[config.mk]
export PLATFORM = sky130hd
export DESIGN_NAME = fetch_sequencer_flat
export DESIGN_NICKNAME = d
export VERILOG_FILES = /design/src/rtl/fetch_sequencer_pkg.sv /design/src/rtl/fetch_sequencer_if.sv /design/src/rtl/fetch_sequencer_branch_target_calc.sv /design/src/rtl/fetch_sequencer.sv /design/src/flat_wrapper.sv
export SDC_FILE = /design/constraint.sdc
export NUM_CORES = 1
export LEC_CHECK = 0
export ABC_AREA = 1
export BUFFER_PORTS_ARGS = -buffer_cell sky130_fd_sc_hd__buf_2
export CELL_PAD_IN_SITES_DETAIL_PLACEMENT = 1
export CELL_PAD_IN_SITES_GLOBAL_PLACEMENT = 1
export CORE_ASPECT_RATIO = 0.9
export CORE_MARGIN = 10
export CORE_UTILIZATION = 41
export DETAILED_ROUTE_END_ITERATION = 8
export GPL_ROUTABILITY_DRIVEN = 0
export PLACE_DENSITY = 0.95
export SLEW_MARGIN = 20
export SYNTH_ARGS = -nofsm -noshare
export SYNTH_HDL_FRONTEND = slang
export SYNTH_HIERARCHICAL = 1
export SYNTH_SLANG_ARGS = --single-unit
export TNS_END_PERCENT = 10
[constraint.sdc]
create_clock -name clk -period 3.9 [get_ports clk]
set_input_delay 0.585 -clock clk [delete_from_list [all_inputs] [get_ports clk]]
set_output_delay 0.585 -clock clk [all_outputs]
set_load 0.03 [all_outputs]
[src/rtl/fetch_sequencer_pkg.sv]
// Shared types and defaults for the instruction fetch sequencer.
// The opcode is the top OPC_W bits of an instruction word.
package fetch_sequencer_pkg;

  localparam int DATA_W_DEF = 20;
  localparam int ADDR_W_DEF = 5;
  localparam int OPC_W      = 4;

  localparam logic [OPC_W-1:0] HALT_OPCODE_DEF = 4'hF;

  typedef enum logic [1:0] {
    ST_IDLE  = 2'd0,
    ST_FETCH = 2'd1,
    ST_HALT  = 2'd2,
    ST_FAULT = 2'd3
  } fs_state_e;

endpackage

[src/rtl/fetch_sequencer_if.sv]
// Fetch sequencer bus: control inputs, instruction memory port and decode-side outputs.
// master = sequencer side, slave = memory/decode/execute environment.
interface fetch_sequencer_if
  import fetch_sequencer_pkg::*;
#(
  parameter int DATA_W = DATA_W_DEF,
  parameter int ADDR_W = ADDR_W_DEF
);
  logic              start;
  logic              stall;
  logic              branch;
  logic              zero;
  logic [ADDR_W-1:0] br_pc;
  logic [DATA_W-1:0] imm;
  logic              imem_en;
  logic [ADDR_W-1:0] imem_addr;
  logic [DATA_W-1:0] imem_data;
  logic [DATA_W-1:0] ins;
  logic [ADDR_W-1:0] ins_pc;
  logic              ins_valid;
  logic              flush;
  logic              halted;
  logic              fault;

  modport master (
    input  start, stall, branch, zero, br_pc, imm, imem_data,
    output imem_en, imem_addr, ins, ins_pc, ins_valid, flush, halted, fault
  );

  modport slave (
    output start, stall, branch, zero, br_pc, imm, imem_data,
    input  imem_en, imem_addr, ins, ins_pc, ins_valid, flush, halted, fault
  );
endinterface

[src/rtl/fetch_sequencer_branch_target_calc.sv]
// Branch target = br_pc + 1 + imm in DATA_W two's complement, with range check
// against the populated part of instruction memory.
module branch_target_calc
  import fetch_sequencer_pkg::*;
#(
  parameter int DATA_W    = DATA_W_DEF,
  parameter int ADDR_W    = ADDR_W_DEF,
  parameter int MEM_DEPTH = 20
) (
  input  logic [ADDR_W-1:0] br_pc_i,
  input  logic [DATA_W-1:0] imm_i,
  output logic [ADDR_W-1:0] target_o,
  output logic              out_of_range_o
);
  logic [DATA_W-1:0] sum;

  assign sum            = DATA_W'(br_pc_i) + DATA_W'(1) + imm_i;
  assign target_o       = sum[ADDR_W-1:0];
  // Sign bit set means the target is negative.
  assign out_of_range_o = sum[DATA_W-1] | (sum >= DATA_W'(MEM_DEPTH));
endmodule

[src/rtl/fetch_sequencer.sv]
// Instruction fetch sequencer: owns the PC, drives a 1-cycle-latency instruction
// memory and registers returned words for decode, with stall, branch flush and HALT.
module fetch_sequencer
  import fetch_sequencer_pkg::*;
#(
  parameter int               DATA_W      = DATA_W_DEF,
  parameter int               ADDR_W      = ADDR_W_DEF,
  parameter int               MEM_DEPTH   = 20,
  parameter int               RESET_PC    = 0,
  parameter logic [OPC_W-1:0] HALT_OPCODE = HALT_OPCODE_DEF
) (
  input  logic              clk,
  input  logic              rst,
  fetch_sequencer_if.master bus
);
  // One extra bit so pc can sit at MEM_DEPTH without wrapping.
  localparam int                PC_W       = ADDR_W + 1;
  localparam logic [PC_W-1:0]   DEPTH_PC   = PC_W'(MEM_DEPTH);
  localparam logic [PC_W-1:0]   RESET_PCW  = PC_W'(RESET_PC);
  localparam logic [PC_W-1:0]   RESET_NEXT = PC_W'(RESET_PC + 1);
  localparam logic [ADDR_W-1:0] RESET_ADDR = ADDR_W'(RESET_PC);

  fs_state_e         state_q, state_d;
  logic [PC_W-1:0]   pc_q, pc_d;
  logic [ADDR_W-1:0] req_pc_q, req_pc_d;
  logic              req_valid_q, req_valid_d;
  logic [DATA_W-1:0] ins_q, ins_d;
  logic [ADDR_W-1:0] ins_pc_q, ins_pc_d;
  logic              ins_valid_q, ins_valid_d;

  logic [ADDR_W-1:0] target;
  logic [PC_W-1:0]   target_next;
  logic              out_of_range;
  logic              taken;
  logic              halt_hit;
  logic              can_issue;
  logic              fetch_en;
  logic [ADDR_W-1:0] fetch_addr;
  logic              flush_pulse;

  branch_target_calc #(
    .DATA_W    (DATA_W),
    .ADDR_W    (ADDR_W),
    .MEM_DEPTH (MEM_DEPTH)
  ) u_btc (
    .br_pc_i        (bus.br_pc),
    .imm_i          (bus.imm),
    .target_o       (target),
    .out_of_range_o (out_of_range)
  );

  assign taken       = bus.branch & bus.zero & ((state_q == ST_FETCH) | (state_q == ST_HALT));
  assign halt_hit    = (state_q == ST_FETCH) & ~bus.stall & req_valid_q
                       & (bus.imem_data[DATA_W-1 -: OPC_W] == HALT_OPCODE);
  assign can_issue   = pc_q < DEPTH_PC;
  assign target_next = {1'b0, target} + PC_W'(1);

  always_ff @(posedge clk or posedge rst) begin
    if (rst) begin
      state_q     <= ST_IDLE;
      pc_q        <= RESET_PCW;
      req_pc_q    <= '0;
      req_valid_q <= 1'b0;
      ins_q       <= '0;
      ins_pc_q    <= '0;
      ins_valid_q <= 1'b0;
    end else begin
      state_q     <= state_d;
      pc_q        <= pc_d;
      req_pc_q    <= req_pc_d;
      req_valid_q <= req_valid_d;
      ins_q       <= ins_d;
      ins_pc_q    <= ins_pc_d;
      ins_valid_q <= ins_valid_d;
    end
  end

  always_comb begin
    state_d     = state_q;
    pc_d        = pc_q;
    req_pc_d    = req_pc_q;
    req_valid_d = req_valid_q;
    ins_d       = ins_q;
    ins_pc_d    = ins_pc_q;
    ins_valid_d = ins_valid_q;
    case (state_q)
      ST_IDLE: begin
        if (bus.start) begin
          state_d     = ST_FETCH;
          req_pc_d    = RESET_ADDR;
          pc_d        = RESET_NEXT;
          req_valid_d = 1'b1;
        end
      end
      ST_FETCH, ST_HALT: begin
        if (taken) begin
          ins_valid_d = 1'b0;
          if (out_of_range) begin
            state_d     = ST_FAULT;
            req_valid_d = 1'b0;
          end else begin
            state_d     = ST_FETCH;
            req_pc_d    = target;
            pc_d        = target_next;
            req_valid_d = 1'b1;
          end
        end else if (state_q == ST_HALT) begin
          if (!bus.stall) ins_valid_d = 1'b0;
          if (bus.start) begin
            state_d     = ST_FETCH;
            req_pc_d    = RESET_ADDR;
            pc_d        = RESET_NEXT;
            req_valid_d = 1'b1;
          end
        end else if (!bus.stall) begin
          ins_valid_d = req_valid_q;
          if (req_valid_q) begin
            ins_d    = bus.imem_data;
            ins_pc_d = req_pc_q;
          end
          if (halt_hit) begin
            state_d     = ST_HALT;
            req_valid_d = 1'b0;
          end else if (can_issue) begin
            req_pc_d    = pc_q[ADDR_W-1:0];
            pc_d        = pc_q + PC_W'(1);
            req_valid_d = 1'b1;
          end else begin
            req_valid_d = 1'b0;
          end
        end
      end
      default: ins_valid_d = 1'b0;
    endcase
  end

  // A stall re-reads the outstanding word so its data is still on imem_data at release.
  always_comb begin
    fetch_en    = 1'b0;
    fetch_addr  = '0;
    flush_pulse = 1'b0;
    case (state_q)
      ST_IDLE: begin
        if (bus.start) begin
          fetch_en   = 1'b1;
          fetch_addr = RESET_ADDR;
        end
      end
      ST_FETCH, ST_HALT: begin
        if (taken) begin
          flush_pulse = 1'b1;
          if (!out_of_range) begin
            fetch_en   = 1'b1;
            fetch_addr = target;
          end
        end else if (state_q == ST_HALT) begin
          if (bus.start) begin
            fetch_en   = 1'b1;
            fetch_addr = RESET_ADDR;
          end
        end else if (bus.stall) begin
          if (req_valid_q) begin
            fetch_en   = 1'b1;
            fetch_addr = req_pc_q;
          end
        end else if (!halt_hit && can_issue) begin
          fetch_en   = 1'b1;
          fetch_addr = pc_q[ADDR_W-1:0];
        end
      end
      default: ;
    endcase
  end

  assign bus.imem_en   = fetch_en;
  assign bus.imem_addr = fetch_addr;
  assign bus.flush     = flush_pulse;
  assign bus.ins       = ins_q;
  assign bus.ins_pc    = ins_pc_q;
  assign bus.ins_valid = ins_valid_q;
  assign bus.halted    = (state_q == ST_HALT);
  assign bus.fault     = (state_q == ST_FAULT);
endmodule

[src/flat_wrapper.sv]
// flat-port wrapper written by rule: the top's interface ports become plain ports
module fetch_sequencer_flat import fetch_sequencer_pkg::*;
#(
  parameter int               DATA_W      = DATA_W_DEF,
  parameter int               ADDR_W      = ADDR_W_DEF,
  parameter int               MEM_DEPTH   = 20,
  parameter int               RESET_PC    = 0,
  parameter logic [OPC_W-1:0] HALT_OPCODE = HALT_OPCODE_DEF
)
  (clk, rst, bus_start, bus_stall, bus_branch, bus_zero, bus_br_pc, bus_imm, bus_imem_data, bus_imem_en, bus_imem_addr, bus_ins, bus_ins_pc, bus_ins_valid, bus_flush, bus_halted, bus_fault);
  fetch_sequencer_if #(.DATA_W(DATA_W), .ADDR_W(ADDR_W)) bus_i ();
  input  logic clk;
  input  logic rst;
  input wire logic [$bits(bus_i.start)-1:0] bus_start;
  input wire logic [$bits(bus_i.stall)-1:0] bus_stall;
  input wire logic [$bits(bus_i.branch)-1:0] bus_branch;
  input wire logic [$bits(bus_i.zero)-1:0] bus_zero;
  input wire logic [$bits(bus_i.br_pc)-1:0] bus_br_pc;
  input wire logic [$bits(bus_i.imm)-1:0] bus_imm;
  input wire logic [$bits(bus_i.imem_data)-1:0] bus_imem_data;
  output wire logic [$bits(bus_i.imem_en)-1:0] bus_imem_en;
  output wire logic [$bits(bus_i.imem_addr)-1:0] bus_imem_addr;
  output wire logic [$bits(bus_i.ins)-1:0] bus_ins;
  output wire logic [$bits(bus_i.ins_pc)-1:0] bus_ins_pc;
  output wire logic [$bits(bus_i.ins_valid)-1:0] bus_ins_valid;
  output wire logic [$bits(bus_i.flush)-1:0] bus_flush;
  output wire logic [$bits(bus_i.halted)-1:0] bus_halted;
  output wire logic [$bits(bus_i.fault)-1:0] bus_fault;
  assign bus_i.start = bus_start;
  assign bus_i.stall = bus_stall;
  assign bus_i.branch = bus_branch;
  assign bus_i.zero = bus_zero;
  assign bus_i.br_pc = bus_br_pc;
  assign bus_i.imm = bus_imm;
  assign bus_i.imem_data = bus_imem_data;
  assign bus_imem_en = bus_i.imem_en;
  assign bus_imem_addr = bus_i.imem_addr;
  assign bus_ins = bus_i.ins;
  assign bus_ins_pc = bus_i.ins_pc;
  assign bus_ins_valid = bus_i.ins_valid;
  assign bus_flush = bus_i.flush;
  assign bus_halted = bus_i.halted;
  assign bus_fault = bus_i.fault;
  fetch_sequencer #(.DATA_W(DATA_W), .ADDR_W(ADDR_W), .MEM_DEPTH(MEM_DEPTH), .RESET_PC(RESET_PC), .HALT_OPCODE(HALT_OPCODE)) u_core (.clk(clk), .rst(rst), .bus(bus_i));
endmodule
==> metrics <==
Num Clock Sinks 40; core area roughly 7500 um^2; Post-DRT Antenna Nets 0; Post-CTS Setup Bufs 0; CP Launch Type input port; Vias around 3300; grt total ovfl 0; fmax 0.277 GHz; initial antenna violation count 0; Layout Utilization 49.8%; DP Worst Slack 0.278 ns; sequential share of the synthesized area between 30% and 40%; global-route wire length before repair 17100 um; DRT iter0 DRCs approximately 100; Req. time, crit path 3.31 ns; Synth Register Bits 40; min Tclk post-route between 3 and 4 ns; RSZ-0062 raised after global routing no; Crit path arrival time 3.03 ns; die area 11600 um^2; number of hold buffers added after CTS 0; post-synthesis net count 494; Final Slew Violations 0; Mapped Area 3140 um^2; HPWL after DPL 8470 um; clock skew between 0.006 and 0.007 ns; # fillers between 1000 and 1500; critical path class input port to output port; PostCTS Resize Cnt 0; clock slew at reported path FFs 0.08 ns; WHS 0.404 ns; Die Y 103 um; worst skew pair latency 0.30 ns; Hold Fails Final Rpt 0; PwrDens roughly 730 nW/um^2; post-DR wirelength/cell roughly 17 um; Least-Margin Pin Slew 0.792 ns; drt total wl 10300 um; Clock Path Buffers 2; maxcap violations 0; Relative slew margins 47.1%; vias per inst 5.30; port buffer count 85; Synth-to-Final Area Change 18.9%; # setup viols final 0; Final TNS setup 0 ns; Final Worst Setup Slack 0.285 ns; total power 2.72 mW; Yosys cell types 37; ant diodes 0; depth of the CTS H-tree 2; Remaining DRCs 0; Initial Util a little over two fifths; most frequent cells in the layout nand2_1, buf_2, inv_1; Final #Nets slightly below 600; share of layout cells above drive strength 1 between 20% and 30%; total track usage between 15 and 20%; reg-to-reg slack, setup about 1.1 ns; commonest non-fill, non-tap cell in the layout nand2_1; Root Buffer Master clkbuf_8; CP Max Fanout 5; run status finished clean; Mean Syn Cell Area 7.29 um^2; largest net degree at the start of global routing 41; worst min path class input port to async pin; row count 30; Initial DRT Pass Iterations 6; Worst IR Drop VDD ~0.2 mV; fin crit share 92.7%; I/O Pins 86; number of global-route vias before repair 3482; Die Span X 112 um; Critical Path End Type output port; Synth Warn # 6; CTS Buf Count 5; synthesized instance count 431; leakage 2.09 nW; TritonCTS clock tree done
[worst paths after layout]
kind / start / end / cells past startpoint
hold reg to reg: u_core/req_pc_q[1] / u_core/req_pc_q[1] / 2
max in group asynchronous: rst / u_core/pc_q[0] / 3
hold / removal: rst / u_core/bus.ins[12] / 3
setup reg to reg: u_core/state_q[0] / u_core/bus.ins_pc[4] / 8
setup / recovery: bus_br_pc[0] / bus_imem_addr[0] / 18
min in group clk: u_core/req_pc_q[1] / u_core/req_pc_q[1] / 2
[synthesized netlist by cell type]
library cell | instances | area share, %
nand2_1 | 141 | 17
inv_1 | 49 | 5.9
nand3_1 | 43 | 6.8
dfrtp_1 | 40 | 32
nor2_1 | 30 | 3.6
o21ai_0 | 21 | 3.3
mux2_4 | 20 | 9.6
nand4_1 | 12 | 2.4
ha_1 | 11 | 4.4
nand2_2 | 8 | 1.6
a21oi_1 | 6 | 0.96
inv_2 | 5 | 0.60
buf_6 | 3 | 1.1
nand3_2 | 3 | 0.96
nand3b_1 | 3 | 0.72
nor2_2 | 3 | 0.60
o221ai_1 | 3 | 0.84
o31ai_1 | 3 | 0.72
clkbuf_1 | 2 | 0.24
clkinv_1 | 2 | 0.24
nand2_4 | 2 | 0.72
nor2_4 | 2 | 0.72
nor3_1 | 2 | 0.32
o211ai_1 | 2 | 0.48
o21bai_1 | 2 | 0.48
or2_2 | 2 | 0.40
a211oi_1 | 1 | 0.24
buf_2 | 1 | 0.16
fa_1 | 1 | 0.64
nand3_4 | 1 | 0.56
nor3_2 | 1 | 0.32
o21ai_2 | 1 | 0.28
o21ai_4 | 1 | 0.52
o22ai_1 | 1 | 0.20
or2_4 | 1 | 0.28
xnor2_1 | 1 | 0.28
xor2_1 | 1 | 0.28
[flip-flops by register name (all words and copies together) (netlist names)]
register,count
u_core/state_q,2
u_core/req_valid_q,1
u_core/bus.ins_valid,1
u_core/bus.ins,20
u_core/pc_q,6
u_core/req_pc_q,5
u_core/bus.ins_pc,5
[critical path, cell delays in order]
cell	delay, ns
buf_2	0.09
inv_1	0.04
ha_1	0.15
inv_2	0.06
fa_1	0.43
nand2_1	0.10
nand3_1	0.12
nand3_1	0.11
nand2_1	0.11
nand2_1	0.10
xor2_1	0.16
nand3_1	0.10
nor2_1	0.10
nand2_1	0.09
inv_1	0.14
o21ai_0	0.12
a21oi_1	0.19
buf_2	0.24
[cell type report]
type	count	area (um^2)	share of cell area [%]
Clock inverter	2	12.5	0.335
Timing Repair Buffer	87	440	11.8
Sequential cell	40	1000	26.8
Tap cell	96	120	3.21
Clock buffer	5	68.8	1.84
Multi-Input combinational cell	329	1890	50.4
Inverter	56	210	5.62
[routing by layer]
metal / GRT usage [%] / part of all wire, %
met2: 32.4 / 50
met3: 2.79 / 5.4
met5: 0 / 0
met4: 5.56 / 1.4
met1: 20.7 / 43
[cells by family after synthesis]
| logic type | Yosys count | share of synthesized area (%) |
|---|---|---|
| compound gates | 41 | 8.04 |
| xor+xnor | 2 | 0.557 |
| fa+ha+maj | 12 | 5.02 |
| buf+inv | 62 | 8.16 |
| flops | 40 | 31.8 |
| mux | 20 | 9.55 |
| simple gates | 254 | 36.8 |
[stage by stage]
step,cell area [um^2],cells
after floorplan,3140,431
after global placement,3660,608
after detailed placement,3660,608
after CTS,3740,615
after global routing,3740,615
final,3740,615
[where the power goes]
part / leakage, nW / switching [mW] / total (mW) / internal, mW
clock network: 0.0400 / 0.146 / 0.267 / 0.121
logic: 1.55 / 1.13 / 1.72 / 0.586
registers: 0.498 / 0.134 / 0.735 / 0.600
total: 2.09 / 1.41 / 2.72 / 1.31
(Power assumes the default switching activity.)
